**src/rtl/data_mem_arbiter.sv**
```systemverilog
// Two-requester arbiter/sequencer for a 128 x 32 synchronous data memory.
// Each access runs IDLE -> ISSUE -> RESP; clear/hold keep the memory output stable between accesses.
module data_mem_arbiter #(
  parameter bit ROUND_ROBIN = 1'b1
) (
  input  logic        clk,
  input  logic        reset,
  input  logic        a_req,
  input  logic        a_we,
  input  logic [31:0] a_addr,
  input  logic [31:0] a_data,
  output logic [31:0] a_q,
  output logic        a_ack,
  input  logic        b_req,
  input  logic        b_we,
  input  logic [31:0] b_addr,
  input  logic [31:0] b_data,
  output logic [31:0] b_q,
  output logic        b_ack,
  output logic [31:0] mem_addr,
  output logic        mem_we,
  output logic [31:0] mem_data,
  output logic        mem_clear,
  output logic        mem_hold,
  input  logic [31:0] mem_q,
  output logic        busy
);

  localparam int DATA_W = 32;
  localparam int ADDR_W = 7;
  localparam logic ID_A = 1'b0;
  localparam logic ID_B = 1'b1;

  typedef enum logic [1:0] {ST_INIT, ST_IDLE, ST_ISSUE, ST_RESP} state_t;

  state_t              state_q, state_d;
  logic                grant;
  logic                win_d, win_q, last_q;
  logic                lat_we_q;
  logic [ADDR_W-1:0]   lat_addr_q;
  logic [DATA_W-1:0]   lat_data_q;

  // Upper address bits alias modulo 128 and are deliberately dropped.
  logic unused_addr_hi;
  assign unused_addr_hi = ^{a_addr[DATA_W-1:ADDR_W], b_addr[DATA_W-1:ADDR_W]};

  always_comb begin
    state_d   = state_q;
    grant     = 1'b0;
    win_d     = ID_A;
    mem_clear = 1'b0;
    mem_hold  = 1'b0;
    mem_we    = 1'b0;
    a_ack     = 1'b0;
    b_ack     = 1'b0;
    case (state_q)
      ST_INIT: begin
        mem_clear = 1'b1;
        state_d   = ST_IDLE;
      end
      ST_IDLE: begin
        mem_hold = 1'b1;
        if (a_req || b_req) begin
          grant   = 1'b1;
          state_d = ST_ISSUE;
          // On a tie, round-robin favours whoever was not served last.
          if (a_req && b_req) win_d = ROUND_ROBIN ? ~last_q : ID_A;
          else                win_d = b_req ? ID_B : ID_A;
        end
      end
      ST_ISSUE: begin
        mem_we  = lat_we_q;
        state_d = ST_RESP;
      end
      ST_RESP: begin
        mem_hold = 1'b1;
        a_ack    = (win_q == ID_A);
        b_ack    = (win_q == ID_B);
        state_d  = ST_IDLE;
      end
      default: state_d = ST_INIT;
    endcase
  end

  always_ff @(posedge clk or posedge reset) begin
    if (reset) begin
      state_q    <= ST_INIT;
      win_q      <= ID_A;
      last_q     <= ID_B;
      lat_we_q   <= 1'b0;
      lat_addr_q <= '0;
      lat_data_q <= '0;
    end else begin
      state_q <= state_d;
      if (grant) begin
        win_q      <= win_d;
        lat_we_q   <= win_d ? b_we : a_we;
        lat_addr_q <= win_d ? b_addr[ADDR_W-1:0] : a_addr[ADDR_W-1:0];
        lat_data_q <= win_d ? b_data : a_data;
      end
      if (state_q == ST_RESP) last_q <= win_q;
    end
  end

  assign mem_addr = {{(DATA_W-ADDR_W){1'b0}}, lat_addr_q};
  assign mem_data = lat_data_q;
  assign busy     = (state_q != ST_IDLE);
  assign a_q      = a_ack ? mem_q : '0;
  assign b_q      = b_ack ? mem_q : '0;

endmodule

```
**config.mk**
```make
export PLATFORM = sky130hd
export DESIGN_NAME = data_mem_arbiter
export DESIGN_NICKNAME = d
export VERILOG_FILES = /design/src/rtl/data_mem_arbiter.sv
export SDC_FILE = /design/constraint.sdc
export NUM_CORES = 1
export LEC_CHECK = 0
export BUFFER_PORTS_ARGS = -buffer_cell sky130_fd_sc_hd__buf_2
export CORE_AREA = 2 2 118 120
export CTS_CLUSTER_DIAMETER = 50
export CTS_CLUSTER_SIZE = 30
export DETAILED_ROUTE_END_ITERATION = 10
export DIE_AREA = 0 0 120 122
export SYNTH_ARGS = -nofsm -noshare
export SYNTH_HDL_FRONTEND = slang
export SYNTH_SLANG_ARGS = --single-unit
```
**constraint.sdc**
```tcl
create_clock -name clk -period 3.1 [get_ports clk]
set_input_delay 0.775 -clock clk [delete_from_list [all_inputs] [get_ports clk]]
set_output_delay 0.775 -clock clk [all_outputs]
set_load 0.1 [all_outputs]
```
* After elaboration in Yosys (flattened, before gate mapping) *
Index checks and enable logic that the tools add are counted.

storage, ports and cells
  input port bits = 166
  word-level logic and storage cells = 36
  flip-flop bits (word level) = 44

cells by class
  bitwise logic cells = 2
  equal/unequal tests = 5
  reductions and logical operators = 5
  mux-type cells = 18

operator list
  operator            number
  $mux 32             3
  $mux 1              12
  $mux 7              1
  $pmux 2 s3          1
  $eq 2x2->1 const B  2
  $reduce_or 2->1     2
  $eq 2x1->1 const B  1
  $logic_not 2->1     1
  $mux 2              1
  $ne 2x1->1 const B  1
  $ne 2x2->1 const B  1
  $not 1->1           2
  $logic_and 1x1->1   1
  $logic_or 1x1->1    1

* Depth between registers and ports, before layout *
  depth after elaboration = 5
  depth in mapped cells = 7
  depth with buffers taken out = 5

* Least setup slack after synthesis *
Ideal clock, no wire load.

  path type = register to output
  start = reg state_q[0]
  end = out a_q[22]
  stages on the path, launching flop included = 5
  required time = 2.325 ns
  arrival time = 2.788 ns
  slack = -0.463 ns
  path through = dfrtp_1 > ha_1 > nor2b_1 > clkbuf_1 > and2_1

on the way
  word-level cells in the longest chain between the ends = 3

RTL lines
  element                   RTL line  text
  start: declaration        36        state_t state_q, state_d;
  start signal: assignment  94        state_q <= state_d;
  $eq 2x2->1                56        case (state_q)
  $mux 1                    56
  named net a_ack           13        output logic a_ack,
  $mux 32                   108       assign a_q = a_ack ? mem_q : '0;
  end: declaration          12        output logic [31:0] a_q,

The timed path passes the listed nets, and every way through them passes these cells.

* Worst setup path in the final report *
  start = reg state_q[0]
  end = out b_q[31]

on the way
  word-level cells in the longest chain between the ends = 3

RTL lines
  element           RTL line  text
  $eq 2x2->1        56
  $mux 1            56
  $mux 32           109       assign b_q = b_ack ? mem_q : '0;
  end: declaration  18        output logic [31:0] b_q,

Every way passes these cells.

==> reports/metrics.yaml <==
status:
  outcome: "finished clean"
layout:
  final_common_cell: "buf_2"
  multi_input_area_um2: 1600
  area_delta_synth_final_pct: 59.38
  regArea_um2: 1102
  layout.nets: 725
  drive_gt1_frac: 0.4414
  design_area_um2: 4762
  fillers: 1454
  post-route-util: 0.3526
  mostFrequentLayoutCells: "191 x buf_2, 43 x dfrtp_1, 41 x or3b_1, 41 x nor2_1"
grt:
  grt_usage: 0.1325
  grt_first_pass_wirelength_um: 15340
  antenna_found_initial: 2
  grt_max_degree: 82
  gr-total-overflow: 0
  grt_pass1_vias: 2953
place:
  hpwl_um: 7831
  gp_congestion: 0.7984
  portBuffers: 224
  place_ws_ns: 0.7525
  place_area_um2: 4608
worst_setup_path:
  cp-start-kind: "flop"
  critPathMaxFanout: 33
  rr_worst_depth: 6
  crit_path_end_kind: "output pin"
  path_class: "flop to output pin"
  arrival_ns: 1.90
  cp.required_ns: 2.32
floorplanning:
  rows: 43
  coreArea_um2: 13500
  dieArea_um2: 14640
  start_util: 0.2213
  io_pins: 300
  die_x_um: 120
  die_h_um: 122
timing:
  maxSlewViolCount: 0
  worst_pin_slew_ns: 0.9607
  rsz0062_at_grt: "no"
  min_period_over_period: 0.8623
  max_freq_mhz: 374.1
  hold_violations: 0
  setup_slack_ns: 0.4270
  period_minus_slack_ns: 2.673
  setup_viol: 0
  skew_ns: 0.002548
  fin_setup_tns_ns: 0
  slew_headroom: 0.3586
synth:
  ys_warn_count: 0
  synth_top_area_share: 0.3601
  synth_area_leaders: "dfrtp_1 36%, or3b_1 12%, a31oi_1 8.4%"
  seq_area_frac_synth: 0.3689
  synth.cell_area_um2: 2988
  ys_types: 25
  ys_seq_elements: 44
  yosysTopAreaCell: "dfrtp_1"
  avgSynthCellArea_um2: 8.464
  syn_inst: 353
worst_hold_path:
  hold_class: "flop to flop"
  hold_depth: 2
routing:
  antenna_left: 0
  viasPerCell: 4.261
  totalWireLength_um: 10040
  drc: 0
  drtPass1Iterations: 4
  vias: 3140
  wire_per_inst_um: 13.62
  drtIter0Drc: 123
cts:
  ctsHoldBuffers: 0
  cts_buffers: 5
  cts_buffer_depth: 2
  clkLatencyLatePin_ns: 0.28
  cts.repair.resized: 0
  postCtsSetupBuffers: 0
  cts_tree: "yes"
  h-tree-depth: 2
  clk_pin_slew_ns: 0.06
  cts-root-buf: "clkbuf_16"
  numClockSinks: 44
job:
  max_cap_violations: 0
==> state kept, by name, indices dropped and copies added (netlist names) <==
register / cells
last_q: 1
lat_addr_q: 7
lat_we_q: 1
mem_data: 32
state_q: 2
win_q: 1
==> final timing paths <==
| kind | startpoint | end | slack, ns |
|---|---|---|---|
| worst max register to register | state_q[1] | mem_data[24] | 0.96 |
| worst min register to register | lat_addr_q[3] | lat_addr_q[3] | 0.55 |
| max in group asynchronous | reset | mem_data[2] | 1.78 |
| worst min-delay path | lat_addr_q[3] | lat_addr_q[3] | 0.55 |
| min in group asynchronous | reset | lat_addr_q[6] | 0.71 |
| worst max-delay path | state_q[0] | b_q[31] | 0.43 |
==> per-layer routing <==
metal / track usage / part of all wire
met1: 0.1481 / 0.39
met2: 0.2376 / 0.49
met3: 0.04963 / 0.11
met4: 0.03309 / 0.0096
met5: 0 / 0
==> synthesized netlist by cell type <==
master    count
nor2b_1       1
o21ai_1       1
and3_1       32
clkbuf_1     29
or2_2         1
nor2_1       41
dfrtp_1      43
o21a_1        1
or3b_1       41
nand2_2       1
dfstp_2       1
inv_1         5
nand2_1       1
buf_6         5
buf_2         1
and2_1       34
and2_4        1
mux2_2        1
o22ai_1       1
a31oi_1      40
a21oi_1       1
conb_1        1
o21ai_0      40
ha_1          5
buf_4        25
==> cell families (layout without fill, tap and decap cells) <==
| family | after synthesis | count (layout) | share of synthesized area |
|---|---|---|---|
| AND/OR/NAND/NOR | 153 | 153 | 0.3204 |
| AO/OA/AOI/OAI | 84 | 84 | 0.1587 |
| buffers and inverters | 65 | 243 | 0.1260 |
| flip-flops | 44 | 44 | 0.3689 |
| adder cells (fa/ha/maj) | 5 | 5 | 0.02094 |
| other | 1 | 27 | 0.001255 |
| multiplexers | 1 | 1 | 0.003769 |
==> critical path, stage by stage, from the launching register on <==
cell and delay [ns]:
dfrtp_1 0.41, ha_1 0.23, buf_4 0.29, and3_1 0.23, buf_2 0.44
==> area by class of cell <==
| type | count | area share |
|---|---|---|
| Tap cell | 180 | 0.04729 |
| Antenna cell | 2 | 0.001051 |
| Clock inverter | 2 | 0.002102 |
| Clock buffer | 6 | 0.02916 |
| Timing Repair Buffer | 230 | 0.3489 |
| Inverter | 5 | 0.003941 |
| Sequential cell | 44 | 0.2315 |
| Multi-Input combinational cell | 268 | 0.3360 |
==> per-stage QoR <==
| step | std cells | hold WS, ns |
|---|---|---|
| 2_1_floorplan | 377 | 0.5105 |
| 3_5_place_dp | 727 | 0.5387 |
| 6_report | 737 | 0.5457 |
| 4_1_cts | 735 | 0.5477 |
| 5_1_grt | 735 | 0.5733 |
| 3_3_place_gp | 727 | 0.5302 |
Power is left out: the tool's default activity adds up to more than one toggle a clock period on the data nets, which glitch-free logic cannot reach.
